## src/rtl/dma_copy_pkg.sv

```systemverilog
// Shared types and constants for the dma_copy word-copy engine.
package dma_copy_pkg;

    typedef enum logic [1:0] {
        DMA_IDLE = 2'd0,
        DMA_RUN  = 2'd1,
        DMA_DONE = 2'd2
    } dma_state_e;

    localparam logic [3:0]  WSTRB_FULL = 4'hF;
    localparam logic [31:0] WORD_BYTES = 32'd4;

endpackage

```

## src/rtl/dma_fifo.sv

```systemverilog
// Synchronous FIFO used as the read-to-write data buffer of dma_copy.
// Push and pop in the same cycle are always legal; when empty the pushed word bypasses to head.
module dma_fifo #(
    parameter int unsigned DEPTH = 4,
    parameter int unsigned WIDTH = 32,
    localparam int unsigned AW   = $clog2(DEPTH),
    localparam int unsigned CW   = $clog2(DEPTH) + 1
) (
    input  logic             clk,
    input  logic             reset,
    input  logic             push,
    input  logic [WIDTH-1:0] push_data,
    input  logic             pop,
    output logic [WIDTH-1:0] head,
    output logic             full,
    output logic             empty,
    output logic [CW-1:0]    count
);

    logic [WIDTH-1:0] mem_q [DEPTH];
    logic [AW-1:0]    wr_ptr_q, wr_ptr_d;
    logic [AW-1:0]    rd_ptr_q, rd_ptr_d;
    logic [CW-1:0]    count_q, count_d;
    logic             bypass, do_push, do_pop;

    assign empty  = (count_q == '0);
    assign full   = (count_q == CW'(DEPTH));
    assign count  = count_q;
    assign head   = empty ? push_data : mem_q[rd_ptr_q];

    // A push/pop pair on an empty FIFO passes the word straight through without storing it.
    assign bypass  = empty && push && pop;
    assign do_push = push && (!full || pop) && !bypass;
    assign do_pop  = pop && !empty;

    always_comb begin
        wr_ptr_d = wr_ptr_q;
        rd_ptr_d = rd_ptr_q;
        count_d  = count_q + CW'(do_push) - CW'(do_pop);
        if (do_push) wr_ptr_d = wr_ptr_q + AW'(1);
        if (do_pop)  rd_ptr_d = rd_ptr_q + AW'(1);
    end

    always_ff @(posedge clk or posedge reset) begin
        if (reset) begin
            wr_ptr_q <= '0;
            rd_ptr_q <= '0;
            count_q  <= '0;
        end else begin
            wr_ptr_q <= wr_ptr_d;
            rd_ptr_q <= rd_ptr_d;
            count_q  <= count_d;
        end
    end

    always_ff @(posedge clk) begin
        if (do_push) mem_q[wr_ptr_q] <= push_data;
    end

endmodule

```

## src/rtl/dma_copy.sv

```systemverilog
// Word-copy DMA initiator: reads len_words words from src_addr and writes them to dst_addr.
// Define DMA_IRQ_EN to add a sticky completion interrupt (irq, cleared by irq_clr).
module dma_copy
    import dma_copy_pkg::*;
#(
    parameter int unsigned FIFO_DEPTH = 4,
    parameter int unsigned LEN_W      = 16
) (
    input  logic             clk,
    input  logic             reset,
    input  logic             start,
    input  logic [31:0]      src_addr,
    input  logic [31:0]      dst_addr,
    input  logic [LEN_W-1:0] len_words,
    output logic             busy,
    output logic             done,
    output logic             rready,
    input  logic             rvalid,
    output logic [31:0]      raddr,
    input  logic             rresp,
    input  logic [31:0]      rdata,
    output logic             wready,
    input  logic             wvalid,
    output logic [31:0]      waddr,
    output logic [31:0]      wdata,
    output logic [3:0]       wstrb
`ifdef DMA_IRQ_EN
    ,
    output logic             irq,
    input  logic             irq_clr
`endif
);

    localparam int unsigned CW = $clog2(FIFO_DEPTH) + 1;

    dma_state_e       state_q, state_d;
    logic [31:0]      raddr_q, raddr_d;
    logic [31:0]      waddr_q, waddr_d;
    logic [LEN_W-1:0] len_q, len_d;
    logic [LEN_W-1:0] rd_issued_q, rd_issued_d;
    logic [LEN_W-1:0] wr_cnt_q, wr_cnt_d;
    logic [CW-1:0]    outst_q, outst_d;

    logic             fifo_push, fifo_full, fifo_empty;
    logic [CW-1:0]    fifo_count;
    logic [31:0]      fifo_head;
    logic [CW:0]      inflight;
    logic             rd_acc, wr_acc;

    dma_fifo #(
        .DEPTH (FIFO_DEPTH),
        .WIDTH (32)
    ) u_fifo (
        .clk       (clk),
        .reset     (reset),
        .push      (fifo_push),
        .push_data (rdata),
        .pop       (wr_acc),
        .head      (fifo_head),
        .full      (fifo_full),
        .empty     (fifo_empty),
        .count     (fifo_count)
    );

    // Buffered plus in-flight words may never exceed the FIFO, so responses always fit.
    assign inflight  = {1'b0, fifo_count} + {1'b0, outst_q};
    assign fifo_push = rresp && (outst_q != '0);
    assign rd_acc    = rready && rvalid;
    assign wr_acc    = wready && wvalid;

    always_comb begin
        rready = (state_q == DMA_RUN) && (rd_issued_q < len_q) && !fifo_full &&
                 (inflight < (CW+1)'(FIFO_DEPTH));
        wready = (state_q == DMA_RUN) && !fifo_empty;
        raddr  = raddr_q;
        waddr  = waddr_q;
        wdata  = wready ? fifo_head : 32'h0;
        wstrb  = wready ? WSTRB_FULL : 4'h0;
        busy   = (state_q != DMA_IDLE);
        done   = (state_q == DMA_DONE);
    end

    always_comb begin
        state_d     = state_q;
        raddr_d     = raddr_q;
        waddr_d     = waddr_q;
        len_d       = len_q;
        rd_issued_d = rd_issued_q;
        wr_cnt_d    = wr_cnt_q;
        outst_d     = outst_q + CW'(rd_acc) - CW'(fifo_push);
        unique case (state_q)
            DMA_IDLE: begin
                if (start) begin
                    raddr_d     = src_addr;
                    waddr_d     = dst_addr;
                    len_d       = len_words;
                    rd_issued_d = '0;
                    wr_cnt_d    = '0;
                    state_d     = (len_words == '0) ? DMA_DONE : DMA_RUN;
                end
            end
            DMA_RUN: begin
                if (rd_acc) begin
                    raddr_d     = raddr_q + WORD_BYTES;
                    rd_issued_d = rd_issued_q + LEN_W'(1);
                end
                if (wr_acc) begin
                    waddr_d  = waddr_q + WORD_BYTES;
                    wr_cnt_d = wr_cnt_q + LEN_W'(1);
                    if (wr_cnt_q == len_q - LEN_W'(1)) state_d = DMA_DONE;
                end
            end
            DMA_DONE: state_d = DMA_IDLE;
            default:  state_d = DMA_IDLE;
        endcase
    end

    always_ff @(posedge clk or posedge reset) begin
        if (reset) begin
            state_q     <= DMA_IDLE;
            raddr_q     <= '0;
            waddr_q     <= '0;
            len_q       <= '0;
            rd_issued_q <= '0;
            wr_cnt_q    <= '0;
            outst_q     <= '0;
        end else begin
            state_q     <= state_d;
            raddr_q     <= raddr_d;
            waddr_q     <= waddr_d;
            len_q       <= len_d;
            rd_issued_q <= rd_issued_d;
            wr_cnt_q    <= wr_cnt_d;
            outst_q     <= outst_d;
        end
    end

`ifdef DMA_IRQ_EN
    logic irq_q, irq_d;

    // Set on entry to DONE so irq rises together with done; set beats a simultaneous clear.
    always_comb begin
        irq_d = irq_q;
        if (state_d == DMA_DONE) irq_d = 1'b1;
        else if (irq_clr)        irq_d = 1'b0;
    end

    always_ff @(posedge clk or posedge reset) begin
        if (reset) irq_q <= 1'b0;
        else       irq_q <= irq_d;
    end

    assign irq = irq_q;
`endif

endmodule

```

## config.mk

```make
export PLATFORM = sky130hd
export DESIGN_NAME = dma_copy
export DESIGN_NICKNAME = d
export VERILOG_FILES = /design/src/rtl/dma_copy_pkg.sv /design/src/rtl/dma_fifo.sv /design/src/rtl/dma_copy.sv
export SDC_FILE = /design/constraint.sdc
export NUM_CORES = 1
export LEC_CHECK = 0
export CAP_MARGIN = 20
export CORE_MARGIN = 4
export CORE_UTILIZATION = 48
export DETAILED_ROUTE_END_ITERATION = 10
export PLACE_DENSITY = 0.77
export SLEW_MARGIN = 0
export SYNTH_ARGS = -nofsm -noshare
export SYNTH_HDL_FRONTEND = slang
export SYNTH_SLANG_ARGS = --single-unit
```

## constraint.sdc

```tcl
create_clock -name clk -period 3.9 [get_ports clk]
set_input_delay 0.78 -clock clk [delete_from_list [all_inputs] [get_ports clk]]
set_output_delay 0.78 -clock clk [all_outputs]
set_load 0.05 [all_outputs]
```

==> summary.txt <==
Timing
  • Worst slew slack as a fraction of its limit: 0.420
  • RSZ-0062 raised after global routing: false
  • Post-route setup TNS: 0 ns
  • Share of the clock period used by the worst path after layout: 0.949
  • Minimum period implied by the final worst setup slack: 3.70 ns
  • Endpoints failing setup: 0
  • Tightest Pin Transition: 0.869 ns
  • Peak clock frequency supported by timing: 270 MHz
  • Largest clock skew in the final design: 0.0182 ns
  • Final Slew Violations: 0
  • Number of hold-slack violations in the final timing report: 0

Outcome
  • Run status: finished, final reports clean

Yosys
  • Synthesized area per cell: 11.1 µm²
  • Top FF cell, synth: edfxtp_1
  • Part of the Yosys area used for sequential elements: 0.562
  • Count of flip-flops with a built-in enable after synthesis: 128
  • Count leader, synth: edfxtp_1
  • Cells taking the most area after synthesis: edfxtp_1 (31%), dfrtp_1 (25%), mux4_2 (5.8%), a21oi_1 (4.7%), nand2_1 (3.3%)
  • Cell variety after synth: 62
  • Nets in the synthesized netlist: 1,266
  • Synth async-reset ratio: 0.492
  • Synthesized netlist cell count: 1,116
  • Ranking of synthesized cells by instance count: edfxtp_1 (128), dfrtp_1 (124), a21oi_1 (117)
  • YS warnings: 0
  • Most area-hungry cell type in the Yosys netlist: edfxtp_1
  • Netlist area before placement: 0.0124 mm²
  • Share of the synthesized area in the top cell type: 0.311
  • FF+latch count, synth: 252

Clocking
  • Number of buffers on the longest clock path: 3
  • Number of sinks handled by clock tree synthesis: 252
  • Clock-pin slew on the worst setup and hold paths: 0.06 ns
  • CTS-repair resized insts: 1
  • H-Tree Depth: 1
  • Setup Buffers After CTS: 0
  • Clock buffers created by TritonCTS: 28
  • Clock root cell: clkbuf_16
  • Clock tree from TritonCTS: yes
  • Insertion delay of the later-clocked pin in the worst-skew pair: 0.54 ns
  • Hold_buf cts: 0

Setup path
  • Kind of critical path: flip-flop to primary output
  • Type of element capturing the critical path: primary output
  • Signal arrival time at the worst endpoint: 2.92 ns
  • Crit start category: flip-flop
  • Worst Path Required: 3.12 ns
  • Crit path max fanout: 7

Final layout
  • Post-Layout Inst Area: 0.0159 mm²
  • Net count reported at finish: 1,474
  • Fraction of final layout cells sized beyond drive strength 1: 0.0810
  • Area growth from synthesis to layout: 28.2%
  • Final-layout fill cell count: 2,024

Routing
  • Number of vias per cell after detailed routing: 5.71
  • Post-route DRC: 0
  • Via count of the routed design: 9,573
  • First-iteration detailed-routing DRC count: 659
  • First-pass DRT Iterations: 5
  • Routed wire length per instance: 18.1 µm
  • Routed WL: 30,400 µm
  • Final antenna-violating net count: 0

Die
  • Full die area: 0.0284 mm²
  • Standard cell core area: 0.0253 mm²
  • Number of top-level pins: 222
  • Effective utilization at floorplan: 0.489
  • Die height: 168 µm
  • Die Wd: 168 µm
  • Std cell rows: 58

Power and ir drop
  • Leak pwr: 6.00 nW
  • Ratio of total power to cell area: 905 mW/mm²
  • Worst voltage drop across the vdd grid: 0.569 mV

GRT
  • Largest net degree at the start of global routing: 87
  • Antenna violations before repair: 2
  • Global-route usage over all layers: 0.208
  • Sum of overflow across all layers after global routing: 0
  • First-pass GRT wire length: 48,500 µm
  • Number of global-route vias before repair: 9,303

Placed design
  • HPWL after DPL: 20,700 µm
  • Placer's final routability congestion estimate: 0.866
  • Count of input and output buffers: 221
  • Post-place instance area: 0.0149 mm²

Flow run
  • Maximum capacitance violations: 0

Min path
  • Worst min-delay path category: flip-flop to flip-flop
-- final cells by class --
cell class	count	area (µm²)	share of cell area
inverters	36	139	0.00876
multi-input cells	770	5060	0.319
well taps	330	413	0.0260
repair buffers	236	2360	0.149
clock buffers	37	806	0.0508
diodes	1	2.50	0.000158
flip-flops and latches	252	6950	0.438
clock inverters	15	126	0.00797
-- per-stage QoR --
stage                     hold slack [ns]  setup WS (ns)  utilization  total power, W  std cells
after floorplan                     0.471           1.10            -         0.00948       1116
after global placement              0.461          0.560        0.591          0.0116       1624
after detailed placement            0.474          0.556        0.591          0.0118       1624
after CTS                           0.486          0.216        0.628          0.0145       1676
after global routing                0.518         0.0818        0.628          0.0152       1677
final                               0.480          0.200        0.628          0.0143       1677
-- state kept, by name, indices dropped and copies added, names as in the netlist --
signal	flops
wr_cnt_q	16
u_fifo.mem_q	128
u_fifo.wr_ptr_q	2
outst_q	3
state_q	2
u_fifo.rd_ptr_q	2
rd_issued_q	16
waddr	32
u_fifo.count	3
len_q	16
raddr	32
-- worst paths after layout --
kind | slack [ns] | startpoint | endpoint | depth (start not counted)
hold / removal | 0.48 | waddr[1] | waddr[1] | 2
setup / recovery | 0.20 | len_q[2] | rready | 8
setup reg to reg | 0.82 | len_q[2] | outst_q[2] | 14
hold reg to reg | 0.48 | waddr[1] | waddr[1] | 2
min in group asynchronous | 0.76 | reset | wr_cnt_q[2] | 2
max in group asynchronous | 2.39 | reset | u_fifo.rd_ptr_q[0] | 3
-- report_power, final --
group / leakage [nW] / switching (W) / total [W] / internal (W)
logic: 2.84 / 0.00478 / 0.00741 / 0.00263
registers: 2.70 / 0.000712 / 0.00432 / 0.00361
clock network: 0.455 / 0.00104 / 0.00262 / 0.00158
-- per-layer routing --
layer  vias to the layer above  wire, µm  GRT usage  share of wire
met5                         -        11          0        0.00036
met4                         2      1080     0.0737          0.036
met3                        65      1910     0.0360          0.063
met2                       321     14600      0.341           0.48
met1                      4665     12800      0.282           0.42
li1                       4520         -          -              -
-- cell families (layout without fill, tap and decap cells) --
logic type               count (synthesis)  count (layout)  share of synthesized area
AO/OA/AOI/OAI                          286             286                      0.132
XOR/XNOR                                39              39                     0.0276
adder cells (fa/ha/maj)                 32              32                     0.0336
buffers and inverters                   94             324                     0.0307
flip-flops                             252             252                      0.562
multiplexers                            35              35                     0.0607
other                                    0               1                          0
AND/OR/NAND/NOR                        378             378                      0.154
-- placed cells by master, fill, tap and decap left out, types with 7 or more instances in the layout --
cell type,netlist,final
a21oi_1,117,115
a31oi_1,13,13
and2_1,45,44
and3_1,19,19
and4_1,8,8
buf_4,4,12
clkbuf_16,0,29
clkdlybuf4s50_1,0,220
dfrtp_1,124,123
edfxtp_1,128,128
ha_1,30,30
inv_1,35,34
mux4_2,32,32
nand2_1,108,108
nand3_1,39,39
nand4_1,17,17
nor2_1,78,76
nor3_1,18,18
nor4_1,7,7
o21ai_0,73,73
o21ai_1,24,24
o22ai_1,19,19
or3_1,12,12
xnor2_1,20,20
xor2_1,19,19
-- worst max-delay path, cell delays in order (launching register included) --
cell and delay [ns]:
dfrtp_1 0.49, inv_1 0.09, ha_1 0.31, o21a_1 0.18, o21ai_1 0.12, a21oi_1 0.09
o311ai_4 0.33, and2_1 0.19, dlygate4sd2_1 0.58
(Power assumes the default switching activity.)
